[src/rtl/multicycle_add_sub_if.sv]
// Operand/result handshake bundle for the multicycle adder/subtractor.
// The slave side is the arithmetic block; the master side is the source/sink.
interface multicycle_add_sub_if #(
    parameter int WIDTH = 16
);
    logic             in_valid;
    logic             in_ready;
    logic [WIDTH-1:0] a;
    logic [WIDTH-1:0] b;
    logic             sub;
    logic             out_valid;
    logic             out_ready;
    logic [WIDTH-1:0] s;
    logic             cout;
    logic             ovf;

    modport slave (
        input  in_valid, a, b, sub, out_ready,
        output in_ready, out_valid, s, cout, ovf
    );

    modport master (
        output in_valid, a, b, sub, out_ready,
        input  in_ready, out_valid, s, cout, ovf
    );
endinterface

[src/rtl/multicycle_add_sub.sv]
// Chunked ripple adder/subtractor: CHUNK bits per cycle, LSB first, carry held
// between chunks, with valid/ready handshake plus carry-out and overflow flags.
module multicycle_add_sub #(
    parameter int WIDTH = 16,
    parameter int CHUNK = 4
) (
    input  logic                 clk,
    input  logic                 rst_n,
    multicycle_add_sub_if.slave  bus
);
    localparam int NCHUNK = WIDTH / CHUNK;
    localparam int IDXW   = (NCHUNK > 1) ? $clog2(NCHUNK) : 1;
    localparam logic [IDXW-1:0] LAST_IDX = IDXW'(NCHUNK - 1);

    typedef enum logic [1:0] {
        IDLE = 2'd0,
        CALC = 2'd1,
        DONE = 2'd2
    } state_t;

    state_t           state_q, state_d;
    logic [WIDTH-1:0] a_q, a_d;
    logic [WIDTH-1:0] b_q, b_d;
    logic [WIDTH-1:0] s_q, s_d;
    logic             carry_q, carry_d;
    logic             cout_q, cout_d;
    logic             ovf_q, ovf_d;
    logic [IDXW-1:0]  idx_q, idx_d;

    logic [CHUNK-1:0] a_sl_s;
    logic [CHUNK-1:0] b_sl_s;
    logic [CHUNK:0]   sum_s;
    logic             last_s;
    logic             msb_cin_s;
    logic             in_ready_s;
    logic             out_valid_s;

    // State register
    always_ff @(posedge clk or negedge rst_n) begin
        if (!rst_n) begin
            state_q <= IDLE;
        end else begin
            state_q <= state_d;
        end
    end

    // Next-state logic
    always_comb begin
        state_d = state_q;
        case (state_q)
            IDLE: begin
                if (bus.in_valid) state_d = CALC;
                else              state_d = IDLE;
            end
            CALC: begin
                if (last_s) state_d = DONE;
                else        state_d = CALC;
            end
            DONE: begin
                if (bus.out_ready) state_d = IDLE;
                else               state_d = DONE;
            end
            default: state_d = IDLE;
        endcase
    end

    // Handshake outputs decoded from the state register
    always_comb begin
        in_ready_s  = 1'b0;
        out_valid_s = 1'b0;
        case (state_q)
            IDLE:    in_ready_s  = 1'b1;
            CALC:    in_ready_s  = 1'b0;
            DONE:    out_valid_s = 1'b1;
            default: in_ready_s  = 1'b0;
        endcase
    end

    // Current chunk sum; the MSB carry-in is recovered from the slice MSB bits
    always_comb begin
        a_sl_s    = a_q[idx_q*CHUNK +: CHUNK];
        b_sl_s    = b_q[idx_q*CHUNK +: CHUNK];
        sum_s     = {1'b0, a_sl_s} + {1'b0, b_sl_s} + {{CHUNK{1'b0}}, carry_q};
        msb_cin_s = a_sl_s[CHUNK-1] ^ b_sl_s[CHUNK-1] ^ sum_s[CHUNK-1];
        last_s    = (idx_q == LAST_IDX);
    end

    // Datapath next-state: operand capture, chunk accumulate, final flags
    always_comb begin
        a_d     = a_q;
        b_d     = b_q;
        s_d     = s_q;
        carry_d = carry_q;
        cout_d  = cout_q;
        ovf_d   = ovf_q;
        idx_d   = idx_q;
        case (state_q)
            IDLE: begin
                if (bus.in_valid) begin
                    a_d     = bus.a;
                    b_d     = bus.sub ? ~bus.b : bus.b;
                    carry_d = bus.sub;
                    idx_d   = {IDXW{1'b0}};
                end else begin
                    idx_d   = idx_q;
                end
            end
            CALC: begin
                s_d[idx_q*CHUNK +: CHUNK] = sum_s[CHUNK-1:0];
                carry_d = sum_s[CHUNK];
                idx_d   = idx_q + IDXW'(1);
                if (last_s) begin
                    cout_d = sum_s[CHUNK];
                    ovf_d  = msb_cin_s ^ sum_s[CHUNK];
                end else begin
                    cout_d = cout_q;
                end
            end
            DONE:    s_d = s_q;
            default: s_d = s_q;
        endcase
    end

    // Datapath registers
    always_ff @(posedge clk or negedge rst_n) begin
        if (!rst_n) begin
            a_q     <= {WIDTH{1'b0}};
            b_q     <= {WIDTH{1'b0}};
            s_q     <= {WIDTH{1'b0}};
            carry_q <= 1'b0;
            cout_q  <= 1'b0;
            ovf_q   <= 1'b0;
            idx_q   <= {IDXW{1'b0}};
        end else begin
            a_q     <= a_d;
            b_q     <= b_d;
            s_q     <= s_d;
            carry_q <= carry_d;
            cout_q  <= cout_d;
            ovf_q   <= ovf_d;
            idx_q   <= idx_d;
        end
    end

    assign bus.in_ready  = in_ready_s;
    assign bus.out_valid = out_valid_s;
    assign bus.s         = s_q;
    assign bus.cout      = cout_q;
    assign bus.ovf       = ovf_q;
endmodule

[src/flat_wrapper.sv]
// flat-port wrapper written by rule: the top's interface ports become plain ports
module multicycle_add_sub_flat 
#(
    parameter int WIDTH = 16,
    parameter int CHUNK = 4
)
  (clk, rst_n, bus_in_valid, bus_a, bus_b, bus_sub, bus_out_ready, bus_in_ready, bus_out_valid, bus_s, bus_cout, bus_ovf);
  multicycle_add_sub_if #(.WIDTH(WIDTH)) bus_i ();
  input  logic clk;
  input  logic rst_n;
  input wire logic [$bits(bus_i.in_valid)-1:0] bus_in_valid;
  input wire logic [$bits(bus_i.a)-1:0] bus_a;
  input wire logic [$bits(bus_i.b)-1:0] bus_b;
  input wire logic [$bits(bus_i.sub)-1:0] bus_sub;
  input wire logic [$bits(bus_i.out_ready)-1:0] bus_out_ready;
  output wire logic [$bits(bus_i.in_ready)-1:0] bus_in_ready;
  output wire logic [$bits(bus_i.out_valid)-1:0] bus_out_valid;
  output wire logic [$bits(bus_i.s)-1:0] bus_s;
  output wire logic [$bits(bus_i.cout)-1:0] bus_cout;
  output wire logic [$bits(bus_i.ovf)-1:0] bus_ovf;
  assign bus_i.in_valid = bus_in_valid;
  assign bus_i.a = bus_a;
  assign bus_i.b = bus_b;
  assign bus_i.sub = bus_sub;
  assign bus_i.out_ready = bus_out_ready;
  assign bus_in_ready = bus_i.in_ready;
  assign bus_out_valid = bus_i.out_valid;
  assign bus_s = bus_i.s;
  assign bus_cout = bus_i.cout;
  assign bus_ovf = bus_i.ovf;
  multicycle_add_sub #(.WIDTH(WIDTH), .CHUNK(CHUNK)) u_core (.clk(clk), .rst_n(rst_n), .bus(bus_i));
endmodule
[config.mk]
export PLATFORM = sky130hd
export DESIGN_NAME = multicycle_add_sub_flat
export DESIGN_NICKNAME = d
export VERILOG_FILES = /design/src/rtl/multicycle_add_sub_if.sv /design/src/rtl/multicycle_add_sub.sv /design/src/flat_wrapper.sv
export SDC_FILE = /design/constraint.sdc
export NUM_CORES = 1
export LEC_CHECK = 0
export ABC_CLOCK_PERIOD_IN_PS = 4600
export CORE_UTILIZATION = 54
export DETAILED_ROUTE_END_ITERATION = 10
export PLACE_DENSITY = 0.85
export SYNTH_ARGS = -nofsm -noshare
export SYNTH_HDL_FRONTEND = slang
export SYNTH_SLANG_ARGS = --single-unit
[constraint.sdc]
create_clock -name clk -period 4.6 [get_ports clk]
set_input_delay 1.15 -clock clk [delete_from_list [all_inputs] [get_ports clk]]
set_output_delay 1.15 -clock clk [all_outputs]
set_load 0.02 [all_outputs]
==> results.sh, run 1 <==
export IMPL_cp_arrival_ns=3.60
export IMPL_tightest_slew_ns=0.902
export IMPL_htree_levels=2
export IMPL_detailed_place_hpwl_mm=3.50
export IMPL_synth_mux_area_frac=0.137
export IMPL_drt_antenna_violating_nets=0
export IMPL_crit_path_max_fanout=17
export IMPL_synth_compound_area_frac=0.110
export IMPL_ir_worst_vdd_mv=0.375
export IMPL_dp_slack_ns=1.26
export IMPL_core_mm2=0.00472
export IMPL_grt_ovfl_total=0
export IMPL_wl_per_cell_um=15.1
export IMPL_io_pins=57
export IMPL_port_buffers=56
export IMPL_yosysTopAreaCellShare=0.522
export IMPL_cts_inserted_buffers=5
export IMPL_post_cts_buffers=0
export IMPL_gp_congestion=0.803
export IMPL_die_area_mm2=0.00516
export IMPL_period_share=0.739
export IMPL_layout_nets=309
export IMPL_finalHoldViolCount=0
export IMPL_yosysWarnings=0
export IMPL_worstRegToRegCells=7
export IMPL_rsz0062_at_grt="no"
export IMPL_r2r_end="u_core.bus.ovf$_DFFE_PN0P_"
export IMPL_num_vias=1757
export IMPL_worst_setup_path_type="reg -> reg"
export IMPL_max_clock_freq_mhz=294
export IMPL_clock_skew_ns=0.00967
export IMPL_cts_resized_gates=0
export IMPL_r2r_slack_ns=1.20
export IMPL_synth_cells=206
export IMPL_path_clk_slew_ns=0.10
export IMPL_grtUsageTotal=0.223
export IMPL_fin_crit_ns=3.40
export IMPL_path_cells="mux4_2 > fa_1 > fa_1 > a21o_1 > a21oi_1 > xnor2_1 > o21ai_0"
export IMPL_hold_end="u_core.bus.s[14]$_DFFE_PN0P_"
export IMPL_area_growth_syn_to_layout_pct=27.5
export IMPL_synth_top_family_by_area="multiplexers"
export IMPL_syn_area_mm2=0.00264
export IMPL_first_global_vias=1803
export IMPL_hold_path_class="reg -> reg"
export IMPL_setup_viol=0
export IMPL_ys_ff_latch=55
export IMPL_pwr_density_cell_mw_per_mm2=772
export IMPL_fin_ws_ns=1.20
export IMPL_hold_buffers=0
export IMPL_setup_tns_ns=0
export IMPL_leakage_nw=1.39
export IMPL_syn_area_per_cell_um2=12.8
export IMPL_num_rows=25
export IMPL_cts_sinks=55
export IMPL_die_h_um=71.9
export IMPL_drive_gt1_frac=0.160
export IMPL_hp_start="u_core.bus.s[14]$_DFFE_PN0P_"
export IMPL_worst_setup_path_end_kind="flip-flop"
export IMPL_antenna_found_initial=0
export IMPL_die_x_um=71.9
export IMPL_max_slew_margin=0.397
export IMPL_start_kind="flip-flop"
export IMPL_cts_tree="done"
export IMPL_yosysTopAreaCell="dfrtp_1"
export IMPL_clock_latency_ns=0.32
export IMPL_grt_start_max_net_pins=56
export IMPL_drt_total_wl_mm=4.97
export IMPL_dr_pass1_iters=4
export IMPL_drcViolationCount=0
export IMPL_grt_pass1_wl_mm=8.54
export IMPL_cts_buffer_depth=2
export IMPL_synth_fa_ha_area_frac=0.0579
export IMPL_synthTopCellsByArea="dfrtp_1 (52%), mux2_2 (6.8%), mux4_2 (6.8%)"
export IMPL_cap_violations=0
export IMPL_seq_area_frac_synth=0.522
export IMPL_synth_xor_area_share=0.0665
export IMPL_status="finished clean"
export IMPL_hold_depth=2
export IMPL_synth_nets=254
export IMPL_ys_types=30
export IMPL_first_iter_violations=86
export IMPL_initial_core_util=0.558
export IMPL_crit_top_cell="fa_1"
export IMPL_max_stage_delay_ns=0.94
export IMPL_yosys_area_share_simple=0.0821
export IMPL_cts_root_buf="clkbuf_8"
export IMPL_finalMaxSlewViolations=0
export IMPL_r2r_start="u_core.idx_q[0]$_DFFE_PN0P_"
export IMPL_cp_slowest_cell="dfrtp_1"
export IMPL_routed_via_density=5.34
export IMPL_diodes=0
export IMPL_required_ns=4.80
## kinds of logic after synthesis
logic type                 count (synthesis)
and+or+nand+nor                           39
adders and majority gates                 11
xor gates and xnor gates                  20
DFF                                       55
AOI/OAI and AO/OA                         44
muxes                                     24
buffers and inverters                     13
## registers in the layout, indices dropped and copies added, names as in the netlist
register         cells
u_core.bus.ovf       1
u_core.carry_q       1
u_core.bus.cout      1
u_core.b_q          16
u_core.idx_q         2
u_core.state_q       2
u_core.a_q          16
u_core.bus.s        16
## worst max path at each step
stage | from | to | slack (ns) | depth (start not counted)
global placement | u_core.idx_q[0]$_DFFE_PN0P_ | u_core.bus.ovf$_DFFE_PN0P_ | 1.40 | 7
finish | u_core.idx_q[0]$_DFFE_PN0P_ | u_core.bus.ovf$_DFFE_PN0P_ | 1.20 | 7
CTS | u_core.idx_q[0]$_DFFE_PN0P_ | u_core.bus.ovf$_DFFE_PN0P_ | 1.19 | 7
global route | u_core.idx_q[0]$_DFFE_PN0P_ | u_core.bus.ovf$_DFFE_PN0P_ | 0.98 | 7
floorplan | u_core.idx_q[0]$_DFFE_PN0P_ | u_core.bus.ovf$_DFFE_PN0P_ | 1.67 | 8
detailed placement | u_core.idx_q[0]$_DFFE_PN0P_ | u_core.bus.ovf$_DFFE_PN0P_ | 1.26 | 7
## critical path: cells and delay by family, from the launching register on
kind	cells	cell delay, ns
flip-flops	1	0.94
adder cells (fa/ha/maj)	2	0.89
AO/OA/AOI/OAI	3	0.63
multiplexers	1	0.62
XOR/XNOR	1	0.19
## power breakdown
part	switching [mW]	total [mW]	internal [mW]
registers	0.180	0.878	0.698
logic	0.726	1.39	0.659
clock network	0.154	0.330	0.176
## synthesized netlist by cell type
master / instances
or3_1: 1
o31ai_1: 3
o21ai_0: 4
nor3b_2: 1
nand2b_1: 2
clkbuf_1: 2
mux4_2: 8
a22oi_1: 1
dfrtp_1: 55
a22o_1: 14
nand3b_1: 1
xor2_1: 1
buf_4: 2
inv_1: 2
nor2_1: 19
buf_2: 6
nand2_1: 9
o21ai_1: 1
fa_1: 2
nor2_2: 1
o21bai_1: 1
nor2b_1: 1
nor4b_4: 2
a21o_1: 2
inv_2: 1
xnor2_1: 19
nand2_2: 2
ha_1: 9
mux2_2: 16
a21oi_1: 18
## area by class of cell
class,count,area [µm²]
flip-flops and latches,55,1380
repair buffers,58,571
clock buffers,6,82.6
clock inverters,2,35.0
inverters,3,11.3
well taps,67,83.8
fillers,342,1360
multi-input cells,138,1200
## layout by cell type, fill, tap and decap left out, types with 4 or more instances in the layout
master and count:
clkdlybuf4s50_1 55, dfrtp_1 55, nor2_1 19, xnor2_1 19, a21oi_1 18, mux2_2 16
a22o_1 14, nand2_1 9, ha_1 9, mux4_2 8, clkbuf_8 6, o21ai_0 4
## metrics by stage
step                      cells  power (mW)  instance area (µm²)  hold WS [ns]  utilization
final                       329        2.59                 3360         0.494        0.712
after global routing        329        2.77                 3360         0.527        0.712
after CTS                   329        2.60                 3360         0.495        0.712
after detailed placement    321        2.26                 3240         0.474        0.687
after global placement      321        2.19                 3240         0.473        0.687
after floorplan             206        1.83                 2640         0.475            -
## metal layers
layer	vias to the layer above	routed length, µm	global-route usage
met1	849	2200	0.297
met2	53	2470	0.355
li1	846	-	-
met3	9	174	0.0380
met4	0	116	0.113
met5	-	0	0
(Power assumes the default switching activity.)
==> run 2, diff against run 1 <==
--- a/config.mk
+++ b/config.mk
@@ -5,10 +5,10 @@
 export SDC_FILE = /design/constraint.sdc
 export NUM_CORES = 1
 export LEC_CHECK = 0
-export ABC_CLOCK_PERIOD_IN_PS = 4600
-export CORE_UTILIZATION = 54
+export ABC_CLOCK_PERIOD_IN_PS = 3030
+export CORE_UTILIZATION = 46
 export DETAILED_ROUTE_END_ITERATION = 10
-export PLACE_DENSITY = 0.85
+export PLACE_DENSITY = 0.77
 export SYNTH_ARGS = -nofsm -noshare
 export SYNTH_HDL_FRONTEND = slang
 export SYNTH_SLANG_ARGS = --single-unit
==> constraint.sdc (replaced) <==
create_clock -name clk -period 3.03 [get_ports clk]
set_input_delay 0.7575 -clock clk [delete_from_list [all_inputs] [get_ports clk]]
set_output_delay 0.7575 -clock clk [all_outputs]
set_load 0.02 [all_outputs]
==> results.sh, run 2 (same netlist as run 1, synthesis figures left out) <==
export IMPL_io_pins=57
export IMPL_finalMaxSlewViolations=0
export IMPL_grtUsageTotal=0.175
export IMPL_leakage_nw=1.39
export IMPL_die_x_um=77.7
export IMPL_rsz0062_at_grt="no"
export IMPL_grt_ovfl_total=0
export IMPL_port_buffers=56
export IMPL_worst_hold_slack_ns=0.497
export IMPL_htree_levels=2
export IMPL_hold_buffers=0
export IMPL_path_clk_slew_ns=0.09
export IMPL_cap_violations=0
export IMPL_hold_path_class="reg -> reg"
export IMPL_tightest_slew_ns=0.675
export IMPL_cts_buffer_depth=2
export IMPL_max_clock_freq_mhz=374
export IMPL_worst_setup_path_end_kind="flip-flop"
export IMPL_cts_sinks=55
export IMPL_die_area_mm2=0.00603
export IMPL_antenna_found_initial=0
export IMPL_first_iter_violations=87
export IMPL_hold_depth=2
export IMPL_die_h_um=77.7
export IMPL_required_ns=3.21
export IMPL_fin_crit_ns=2.68
export IMPL_clock_skew_ns=0.00735
export IMPL_worst_setup_path_type="reg -> reg"
export IMPL_core_mm2=0.00551
export IMPL_worstRegToRegCells=7
export IMPL_post_cts_buffers=0
export IMPL_grt_pass1_wl_mm=8.11
export IMPL_wl_per_cell_um=13.9
export IMPL_diodes=0
export IMPL_detailed_place_hpwl_mm=3.42
export IMPL_drive_gt1_frac=0.167
export IMPL_setup_tns_ns=0
export IMPL_ir_worst_vdd_mv=0.576
export IMPL_num_rows=27
export IMPL_dr_pass1_iters=4
export IMPL_gp_congestion=0.812
export IMPL_r2r_slack_ns=0.35
export IMPL_dp_slack_ns=0.334
export IMPL_final_cell_mix="clkdlybuf4s50_1 (55), dfrtp_1 (55), nor2_1 (19), xnor2_1 (19), a21oi_1 (18)"
export IMPL_cp_arrival_ns=2.86
export IMPL_period_share=0.883
export IMPL_crit_path_max_fanout=3
export IMPL_clock_latency_ns=0.30
export IMPL_area_growth_syn_to_layout_pct=28.0
export IMPL_num_vias=1725
export IMPL_power_total_mw=3.79
export IMPL_drt_total_wl_mm=4.68
export IMPL_cts_root_buf="clkbuf_8"
export IMPL_initial_core_util=0.479
export IMPL_drt_antenna_violating_nets=0
export IMPL_cts_inserted_buffers=5
export IMPL_fin_ws_ns=0.353
export IMPL_pwr_density_cell_mw_per_mm2=1130
export IMPL_status="finished clean"
export IMPL_max_slew_margin=0.550
export IMPL_setup_viol=0
export IMPL_start_kind="flip-flop"
export IMPL_routed_via_density=5.13
export IMPL_first_global_vias=1654
export IMPL_finalHoldViolCount=0
export IMPL_final_core_util=0.612
export IMPL_cts_resized_gates=0
export IMPL_layout_nets=312
export IMPL_drcViolationCount=0
export IMPL_grt_start_max_net_pins=56
export IMPL_cts_tree="done"
==> run 2: changes by cell type in the layout (fill, tap and decap cells not counted) <==
cell / delta
buf_4: +2
bufinv_16: -1
buf_12: +1
==> run 2: per-layer routing <==
metal | wire (µm) | part of all wire | track usage
met5 | 0 | 0 | 0
met4 | 38 | 0.0081 | 0.0566
met3 | 225 | 0.048 | 0.0388
met2 | 2180 | 0.47 | 0.258
met1 | 2240 | 0.48 | 0.257
==> run 2: layout make-up <==
cell class | count | area, µm²
Fill cell | 442 | 2130
Sequential cell | 55 | 1380
Multi-Input combinational cell | 138 | 1200
Timing Repair Buffer | 61 | 606
Tap cell | 72 | 90.1
Clock buffer | 6 | 82.6
Inverter | 3 | 11.3
Clock inverter | 1 | 5.00
==> run 2: worst paths after layout <==
check                                             from                     endpoint
max                        u_core.idx_q[0]$_DFFE_PN0P_   u_core.bus.ovf$_DFFE_PN0P_
min                        u_core.bus.s[6]$_DFFE_PN0P_  u_core.bus.s[6]$_DFFE_PN0P_
min reg2reg                u_core.bus.s[6]$_DFFE_PN0P_  u_core.bus.s[6]$_DFFE_PN0P_
min in group asynchronous                        rst_n    u_core.a_q[0]$_DFFE_PN0P_
max in group asynchronous                        rst_n    u_core.b_q[0]$_DFFE_PN0P_
max reg2reg                u_core.idx_q[0]$_DFFE_PN0P_   u_core.bus.ovf$_DFFE_PN0P_
==> run 2: through the flow <==
stage	cell area [µm²]	cells
2_1_floorplan	2640	206
3_3_place_gp	3280	329
3_5_place_dp	3280	329
4_1_cts	3370	336
5_1_grt	3370	336
6_report	3370	336
==> run 2: power by group <==
| part | switching, mW | total [mW] | leakage [nW] | internal, mW |
|---|---|---|---|---|
| Sequential | 0.202 | 1.26 | 0.669 | 1.06 |
| Combinational | 1.11 | 2.14 | 0.674 | 1.03 |
| Clock | 0.213 | 0.393 | 0.0470 | 0.180 |
==> run 2: worst max-delay path: stages (launching register included) <==
cell and delay [ns]:
dfrtp_1 0.42, mux4_2 0.53, fa_1 0.45, fa_1 0.46
a21o_1 0.20, a21oi_1 0.28, xnor2_1 0.15, o21ai_0 0.08
==> run 3, diff against run 2 <==
--- a/config.mk
+++ b/config.mk
@@ -8,7 +8,8 @@
 export ABC_CLOCK_PERIOD_IN_PS = 3030
 export CORE_UTILIZATION = 46
 export DETAILED_ROUTE_END_ITERATION = 10
-export PLACE_DENSITY = 0.77
+export HOLD_SLACK_MARGIN = 0.06
+export PLACE_DENSITY_LB_ADDON = 0.25
 export SYNTH_ARGS = -nofsm -noshare
 export SYNTH_HDL_FRONTEND = slang
 export SYNTH_SLANG_ARGS = --single-unit
==> results.sh, run 3 (same netlist as run 1, synthesis figures left out) <==
export IMPL_status="finished clean"
export IMPL_gp_congestion=0.799
export IMPL_internal_power_mw=2.42
export IMPL_cts_inserted_buffers=5
export IMPL_cts_resized_gates=0
export IMPL_seq_power_share=0.315
export IMPL_post_cts_buffers=0
export IMPL_drive_gt1_frac=0.172
export IMPL_setup_viol=0
export IMPL_finalHoldViolCount=0
export IMPL_combPwrFrac=0.543
export IMPL_nFillCells=429
export IMPL_wl_per_cell_um=14.5
export IMPL_area_growth_syn_to_layout_pct=29.8
export IMPL_io_pins=57
export IMPL_drcViolationCount=0
export IMPL_period_share=0.884
export IMPL_die_x_um=77.7
export IMPL_p_switching_mw=1.56
export IMPL_clock_latency_ns=0.31
export IMPL_cts_root_buf="clkbuf_8"
export IMPL_cts_sinks=55
export IMPL_critPathLaunch="u_core.idx_q[0]$_DFFE_PN0P_"
export IMPL_path_clk_slew_ns=0.09
export IMPL_path_cells="mux4_2 > fa_1 > fa_1 > a21o_1 > a21oi_1 > xnor2_1 > o21ai_0"
export IMPL_max_stage_delay_ns=0.54
export IMPL_initial_core_util=0.479
export IMPL_crit_top_cell="fa_1"
export IMPL_dr_pass1_iters=4
export IMPL_finalMaxSlewViolations=0
export IMPL_grt_pass1_wl_mm=8.14
export IMPL_grt_start_max_net_pins=38
export IMPL_leakage_nw=1.42
export IMPL_start_kind="flip-flop"
export IMPL_crit_path_max_fanout=4
export IMPL_worst_setup_path_type="reg -> reg"
export IMPL_pwr_density_cell_mw_per_mm2=1160
export IMPL_layout_nets=314
export IMPL_p_clk_frac=0.142
export IMPL_cts_tree="done"
export IMPL_hold_buffers=0
export IMPL_cp_arrival_ns=2.88
export IMPL_cp_slowest_cell="mux4_2"
export IMPL_setup_tns_ns=0
export IMPL_clock_skew_ns=0.00396
export IMPL_drt_total_wl_mm=4.91
export IMPL_drt_antenna_violating_nets=0
export IMPL_routed_via_density=5.17
export IMPL_worst_setup_path_end_kind="flip-flop"
export IMPL_ir_worst_vdd_mv=0.610
export IMPL_diodes=0
export IMPL_max_slew_margin=0.537
export IMPL_final_cell_mix="clkdlybuf4s50_1 (55), dfrtp_1 (55), nor2_1 (19), xnor2_1 (19), a21oi_1 (18)"
export IMPL_htree_levels=2
export IMPL_num_rows=27
export IMPL_fin_crit_ns=2.68
export IMPL_cap_violations=0
export IMPL_first_global_vias=1735
export IMPL_required_ns=3.23
export IMPL_detailed_place_hpwl_mm=3.57
export IMPL_core_mm2=0.00551
export IMPL_grtUsageTotal=0.177
export IMPL_max_clock_freq_mhz=373
export IMPL_r2r_start="u_core.idx_q[0]$_DFFE_PN0P_"
export IMPL_rsz0062_at_grt="no"
export IMPL_grt_ovfl_total=0
export IMPL_cts_buffer_depth=2
export IMPL_worst_hold_slack_ns=0.380
export IMPL_hold_path_class="in -> async"
export IMPL_tightest_slew_ns=0.693
export IMPL_die_h_um=77.7
export IMPL_first_iter_violations=81
export IMPL_switching_share=0.392
export IMPL_antenna_found_initial=0
export IMPL_num_vias=1752
export IMPL_die_area_mm2=0.00603
export IMPL_port_buffers=56
-- run 3: changes by cell type in the layout (fill, tap and decap cells not counted), sizes merged --
cell    delta
buf        +2
bufinv     +2
clkinv     -1
-- run 3: final timing paths --
check,endpoint,slack [ns],depth (start not counted)
max in group asynchronous,u_core.b_q[6]$_DFFE_PN0P_,1.84,2
hold / removal,u_core.bus.s[15]$_DFFE_PN0P_,0.38,1
min in group clk,u_core.bus.s[6]$_DFFE_PN0P_,0.51,2
setup / recovery,u_core.bus.ovf$_DFFE_PN0P_,0.35,7
setup reg to reg,u_core.bus.ovf$_DFFE_PN0P_,0.35,7
hold reg to reg,u_core.bus.s[6]$_DFFE_PN0P_,0.51,2
-- run 3: cell type report --
class	instances	area, µm²	share of cell area
timing repair buffer	63	608	0.178
clock buffer	6	72.6	0.0212
clock inverter	2	60.1	0.0176
tap	72	90.1	0.0263
sequential	55	1380	0.402
multi-input combinational	138	1200	0.351
inverter	3	11.3	0.00329
-- run 3: critical path: cells and delay by family, from the launching register on --
| kind | cells | cell delay (ns) |
|---|---|---|
| compound gates | 3 | 0.54 |
| xor+xnor | 1 | 0.15 |
| fa+ha+maj | 2 | 0.90 |
| flops | 1 | 0.44 |
| mux | 1 | 0.54 |
-- run 3: stage by stage --
stage               power [mW]  instances  setup slack (ns)  cell area [µm²]  utilization
global placement          3.41        331             0.397             3290        0.597
CTS                       4.01        339             0.337             3420        0.621
finish                    3.98        339             0.350             3420        0.621
global route              4.26        339             0.161             3420        0.621
detailed placement        3.44        331             0.365             3290        0.597
floorplan                 2.78        206             0.102             2640            -
-- run 3: metal layers --
| metal | track usage | wire length, µm | vias to the layer above |
|---|---|---|---|
| li1 | - | - | 847 |
| met1 | 0.241 | 2290 | 848 |
| met2 | 0.277 | 2330 | 47 |
| met3 | 0.0329 | 186 | 10 |
| met4 | 0.0792 | 102 | 0 |
| met5 | 0 | 0 | - |
-- run 3: power groups by stage --
stage / registers [mW] / clock network, mW / logic (mW)
final: 1.25 / 0.567 / 2.16
after global routing: 1.30 / 0.599 / 2.36
after CTS: 1.26 / 0.572 / 2.18
after detailed placement: 1.27 / 0 / 2.17
after global placement: 1.26 / 0 / 2.16
after floorplan: 1.32 / 0 / 1.46
